File: src/rtl/fm_3d_mem_arb.sv
`default_nettype none
// ============================================================================
// Module      : fm_3d_mem_arb
// Description : Two-port burst arbiter onto one memory master port, with a
//               read-return timeout and a sticky error flag.
// Revision    : 1.0 - initial release
// ============================================================================
module fm_3d_mem_arb #(
    parameter int P_FIXED_PRI = 0,
    parameter int P_RD_TOUT   = 255
) (
    input  logic        clk_i,
    input  logic        rst_i,
    // port 0
    input  logic        i_req_p0,
    input  logic        i_wr_p0,
    input  logic [31:0] i_adrs_p0,
    input  logic [2:0]  i_len_p0,
    input  logic [3:0]  i_be_p0,
    input  logic [31:0] i_dbw_p0,
    output logic        o_ack_p0,
    output logic        o_strr_p0,
    output logic [31:0] o_dbr_p0,
    // port 1
    input  logic        i_req_p1,
    input  logic        i_wr_p1,
    input  logic [31:0] i_adrs_p1,
    input  logic [2:0]  i_len_p1,
    input  logic [3:0]  i_be_p1,
    input  logic [31:0] i_dbw_p1,
    output logic        o_ack_p1,
    output logic        o_strr_p1,
    output logic [31:0] o_dbr_p1,
    // master
    output logic        o_req_m,
    output logic        o_wr_m,
    output logic [31:0] o_adrs_m,
    output logic [2:0]  o_len_m,
    output logic [3:0]  o_be_m,
    output logic [31:0] o_dbw_m,
    input  logic        i_ack_m,
    input  logic        i_strr_m,
    input  logic [31:0] i_dbr_m,
    // status
    output logic [1:0]  o_gnt,
    output logic        o_err
);

    localparam logic [1:0] ST_IDLE      = 2'd0;
    localparam logic [1:0] ST_WRITE     = 2'd1;
    localparam logic [1:0] ST_READ      = 2'd2;
    localparam logic [1:0] ST_READ_WAIT = 2'd3;
    localparam logic [7:0] TOUT_LAST    = 8'(P_RD_TOUT - 1);

    logic [1:0] state,    state_nx;
    logic [1:0] gnt,      gnt_nx;
    logic       last_gnt, last_gnt_nx;   // index of the port that finished last
    logic [2:0] len,      len_nx;
    logic [2:0] cnt,      cnt_nx;
    logic [7:0] tout,     tout_nx;
    logic       err,      err_nx;

    logic       cur_port;
    logic       cur_req;

    assign cur_port = gnt[1];
    assign cur_req  = cur_port ? i_req_p1 : i_req_p0;

    always_ff @(posedge clk_i or negedge rst_i) begin
        if (!rst_i) begin
            state    <= ST_IDLE;
            gnt      <= 2'b00;
            last_gnt <= 1'b1;
            len      <= 3'd0;
            cnt      <= 3'd0;
            tout     <= 8'd0;
            err      <= 1'b0;
        end else begin
            state    <= state_nx;
            gnt      <= gnt_nx;
            last_gnt <= last_gnt_nx;
            len      <= len_nx;
            cnt      <= cnt_nx;
            tout     <= tout_nx;
            err      <= err_nx;
        end
    end

    always_comb begin
        logic pick1;
        logic wr_sel;
        state_nx    = state;
        gnt_nx      = gnt;
        last_gnt_nx = last_gnt;
        len_nx      = len;
        cnt_nx      = cnt;
        tout_nx     = tout;
        err_nx      = err;
        pick1       = 1'b0;
        wr_sel      = 1'b0;

        // A strobe with no read outstanding means the return path is confused.
        if (i_strr_m && (state != ST_READ_WAIT))
            err_nx = 1'b1;

        case (state)
            ST_IDLE: begin
                if (i_req_p0 || i_req_p1) begin
                    if (i_req_p0 && i_req_p1)
                        pick1 = (P_FIXED_PRI != 0) ? 1'b0 : ~last_gnt;
                    else
                        pick1 = i_req_p1;
                    wr_sel   = pick1 ? i_wr_p1  : i_wr_p0;
                    len_nx   = pick1 ? i_len_p1 : i_len_p0;
                    gnt_nx   = pick1 ? 2'b10 : 2'b01;
                    cnt_nx   = 3'd0;
                    state_nx = wr_sel ? ST_WRITE : ST_READ;
                end
            end
            ST_WRITE: begin
                if ((cnt == 3'd0) && !cur_req) begin
                    state_nx = ST_IDLE;
                    gnt_nx   = 2'b00;
                end else if (i_ack_m) begin
                    if (cnt == len) begin
                        state_nx    = ST_IDLE;
                        gnt_nx      = 2'b00;
                        last_gnt_nx = cur_port;
                    end else begin
                        cnt_nx = cnt + 3'd1;
                    end
                end
            end
            ST_READ: begin
                if (!cur_req) begin
                    state_nx = ST_IDLE;
                    gnt_nx   = 2'b00;
                end else if (i_ack_m) begin
                    state_nx = ST_READ_WAIT;
                    cnt_nx   = 3'd0;
                    tout_nx  = 8'd0;
                end
            end
            default: begin
                if (i_strr_m) begin
                    tout_nx = 8'd0;
                    if (cnt == len) begin
                        state_nx    = ST_IDLE;
                        gnt_nx      = 2'b00;
                        last_gnt_nx = cur_port;
                    end else begin
                        cnt_nx = cnt + 3'd1;
                    end
                end else if (tout == TOUT_LAST) begin
                    err_nx      = 1'b1;
                    state_nx    = ST_IDLE;
                    gnt_nx      = 2'b00;
                    last_gnt_nx = cur_port;
                end else begin
                    tout_nx = tout + 8'd1;
                end
            end
        endcase
    end

    always_comb begin
        o_req_m   = 1'b0;
        o_wr_m    = 1'b0;
        o_adrs_m  = 32'd0;
        o_len_m   = 3'd0;
        o_be_m    = 4'd0;
        o_dbw_m   = 32'd0;
        o_strr_p0 = 1'b0;
        o_strr_p1 = 1'b0;
        o_dbr_p0  = 32'd0;
        o_dbr_p1  = 32'd0;
        if (gnt != 2'b00) begin
            // The command has already been accepted once we wait for data.
            o_req_m  = (state == ST_READ_WAIT) ? 1'b0 : cur_req;
            o_wr_m   = cur_port ? i_wr_p1   : i_wr_p0;
            o_adrs_m = cur_port ? i_adrs_p1 : i_adrs_p0;
            o_len_m  = cur_port ? i_len_p1  : i_len_p0;
            o_be_m   = cur_port ? i_be_p1   : i_be_p0;
            o_dbw_m  = cur_port ? i_dbw_p1  : i_dbw_p0;
        end
        if (state == ST_READ_WAIT) begin
            o_strr_p0 = i_strr_m & gnt[0];
            o_strr_p1 = i_strr_m & gnt[1];
            o_dbr_p0  = gnt[0] ? i_dbr_m : 32'd0;
            o_dbr_p1  = gnt[1] ? i_dbr_m : 32'd0;
        end
    end

    assign o_ack_p0 = i_ack_m & gnt[0];
    assign o_ack_p1 = i_ack_m & gnt[1];
    assign o_gnt    = gnt;
    assign o_err    = err;

endmodule
`default_nettype wire

File: config.mk
export PLATFORM = sky130hd
export DESIGN_NAME = fm_3d_mem_arb
export DESIGN_NICKNAME = d
export VERILOG_FILES = /design/src/rtl/fm_3d_mem_arb.sv
export SDC_FILE = /design/constraint.sdc
export NUM_CORES = 1
export LEC_CHECK = 0
export ABC_AREA = 1
export CORE_AREA = 2 2 125 127
export DETAILED_ROUTE_END_ITERATION = 16
export DIE_AREA = 0 0 127 129
export PLACE_DENSITY_LB_ADDON = 0.1
export SYNTH_ARGS = -nofsm -noshare
export SYNTH_HDL_FRONTEND = slang
export SYNTH_SLANG_ARGS = --single-unit
export TNS_END_PERCENT = 30
File: constraint.sdc
create_clock -name clk_i -period 1.92 [get_ports clk_i]
set_clock_uncertainty 0.2 [all_clocks]
set_input_delay 0.192 -clock clk_i [delete_from_list [all_inputs] [get_ports clk_i]]
set_output_delay 0.192 -clock clk_i [all_outputs]
set_load 0.005 [all_outputs]
==> impl_metrics.ini <==
[die]
initial_core_util_pct = 19.3
io_pins = 326
coreArea_um2 = 15000
die_h_um = 129
rows = 45
die-area_um2 = 16400
die-width_um = 127

[timing]
fin_crit_sh_pct = 106
max_freq_mhz = 492
relSlewSlack_pct = 81.4
worst_pin_slew_ps = 277
worst_slack_ps = -112
rsz0062_at_grt = true
fin_crit_ps = 2030
hold_viol = 0
setup-violations-final = 35
hold_slack_ps = 75.2
finalMaxSlewViolations = 0

[pwr]
power.share.switching_pct = 45.9
finalPower_uw = 5900
power_density_nw_per_um2 = 877
ir_drop_mv = 0.465
combPwrFrac_pct = 80.6
netSwitchingPower_uw = 2710
p_leak_uw = 0.00379
internal-power_uw = 3190
p_clk_share_pct = 7.6
seqPwrFrac_pct = 11.8

[critical_path]
rrSetupSlack_ps = -30
cp-start-kind = register
worstSetupEndpointType = output pin
arrival_ps = 1640
rr_startpoint = o_gnt[1]
cp_max_fo = 14
slowest_delay_ps = 520
path_class = register to output pin
path_cells = clkinv_4 -> buf_8 -> nand3_1 -> nand2_1 -> clkdlybuf4s50_1
worstPathRequired_ps = 1530
slowest_stage = clkdlybuf4s50_1
worstSetupStartpoint = o_gnt[1]

[final_layout]
nNetsFinal = 1085
area_growth_pct = 133
final_util_pct = 44.9
finalInstanceArea_um2 = 6720
drive_gt1_share_pct = 10.5
antenna_cells = 0

[route]
dr_total_vias = 4785
drtPass1Iterations = 5
routed_wirelength_um = 16500
wl_per_cell_um = 15.2
ant_nets = 0
drt_iter0_drc = 258
drc = 0
viasPerCell = 4.42

[clocking]
htree_levels = 1
cts-hold-fix-buffers = 0
numCtsBuffers = 3
clockBufferDepth = 2
cts-root-buf = clkbuf_16
cts_sinks = 20
clk_latency_ps = 250
cts_tree = yes
cts.clk_slew.worst_paths_ps = 60

[yosys]
synth-seq-area-share_pct = 17.4
syn-cell-area_um2 = 2890
synth.most_common_cell = nor2_1
postSynthAreaPerCell_um2 = 5.18
synth_edf_count = 0
synth_cell_types = 34
yosysTopAreaCellShare_pct = 19.7
synthFlopType = dfrtp_1
synth_common_cells = 152 x nor2_1, 136 x nand2_1, 61 x inv_1, 53 x nand3_1, 43 x a21oi_1
async_reset_ff_share_pct = 100
synthCells = 558
synth.largest_area_cell = nor2_1
synth_warnings = 0
synth_nets = 748
ys_ff_latch = 20
synth_area_leaders = nor2_1 20%, nand2_1 18%, dfrtp_1 16%, nand3_1 9.2%, inv_1 7.9%

[outcome]
violations = negative setup slack
status = finished with violations

[global_routing]
antenna_found_initial = 0
grtUsageTotal_pct = 18.0
overflow = 0
grt_first_pass_wirelength_um = 23500
grt_pass1_vias = 4492
grt_max_degree = 62

[min_path]
hold_class = primary input to async pin

[place]
placed_area_um2 = 6540
post-dp-hpwl_um = 13500
port_buffers = 325
gp_congestion = 0.837

[run]
maxCapViolCount = 0
[through the flow]
step	cells	worst slack, ps	setup TNS (ps)
5_1_grt	1082	-171	-4640
2_1_floorplan	558	244	0
6_report	1082	-112	-1010
3_3_place_gp	1067	-108	-548
4_1_cts	1074	-233	-4020
3_5_place_dp	1067	-75.7	-1320
[final cells by class]
type	count	area [µm²]
tap	188	235
timing repair buffer	366	3590
sequential	20	504
inverter	63	244
clock buffer	4	78.8
multi-input combinational	441	2070
fill	1595	8250
[cells by family (layout without fill, tap and decap cells)]
group | Yosys count | count (layout) | share of synthesized area, %
compound gates | 68 | 68 | 12.7
xor+xnor | 4 | 4 | 1.21
fa+ha+maj | 8 | 8 | 3.46
buf+inv | 97 | 433 | 13.5
flops | 20 | 20 | 17.4
simple gates | 361 | 361 | 51.7
[critical path: cells and delay by family, from the launching register on]
family / cells / cell delay [ps]
AND/OR/NAND/NOR: 2 / 150
flip-flops: 1 / 470
buffers and inverters: 3 / 770
[registers in the layout, indices dropped and copies added (netlist names)]
| signal | cells |
|---|---|
| tout | 8 |
| cnt | 3 |
| last_gnt | 1 |
| o_gnt | 2 |
| len | 3 |
| o_err | 1 |
| state | 2 |
[path summary, 6_finish.rpt]
path                        endpoint  depth (start not counted)
max                        o_be_m[1]                          5
min                            o_err                          2
max reg2reg                  tout[3]                         12
min reg2reg                 last_gnt                          2
max in group asynchronous   last_gnt                          2
min in group clk_i          last_gnt                          2
[cell usage in the layout, fill, tap and decap left out, types with 6 or more instances in the layout]
cell type	Yosys	routed
dfrtp_1	19	17
clkdlybuf4s15_1	0	14
dlygate4sd2_1	0	92
nand3_1	53	53
a21oi_2	0	7
buf_4	1	23
clkbuf_2	0	13
clkdlybuf4s50_1	0	189
buf_12	0	9
nand2_1	136	133
nor2_1	152	147
nor2_2	2	7
inv_1	61	61
o21ai_0	10	9
dlymetal6s2s_1	0	17
a21oi_1	43	36
nand2_2	4	6
[layer usage]
metal / vias to the layer above / GRT usage [%] / part of all wire [%]
li1: 2406 / - / -
met1: 2142 / 20.1 / 39
met2: 216 / 35.2 / 53
met3: 21 / 3.78 / 7.1
met4: 0 / 3.81 / 1.9
met5: - / 0 / 0
[power by group through the flow]
| stage | clock (µW) | sequential (µW) | combinational (µW) |
|---|---|---|---|
| 3_3_place_gp | 0 | 696 | 4820 |
| 5_1_grt | 471 | 714 | 5250 |
| 2_1_floorplan | 0 | 648 | 2180 |
| 3_5_place_dp | 0 | 700 | 4860 |
| 6_report | 446 | 698 | 4750 |
| 4_1_cts | 462 | 698 | 4590 |
[timing repair]
action / in CTS / in global routing
endpoints found under the setup margin: 143 / 74
pin swaps: 0 / 4
cloned: 0 / 2
resized for setup: 134 / 78
setup buffers: 3 / 6
Power figures use the tool's default switching activity.
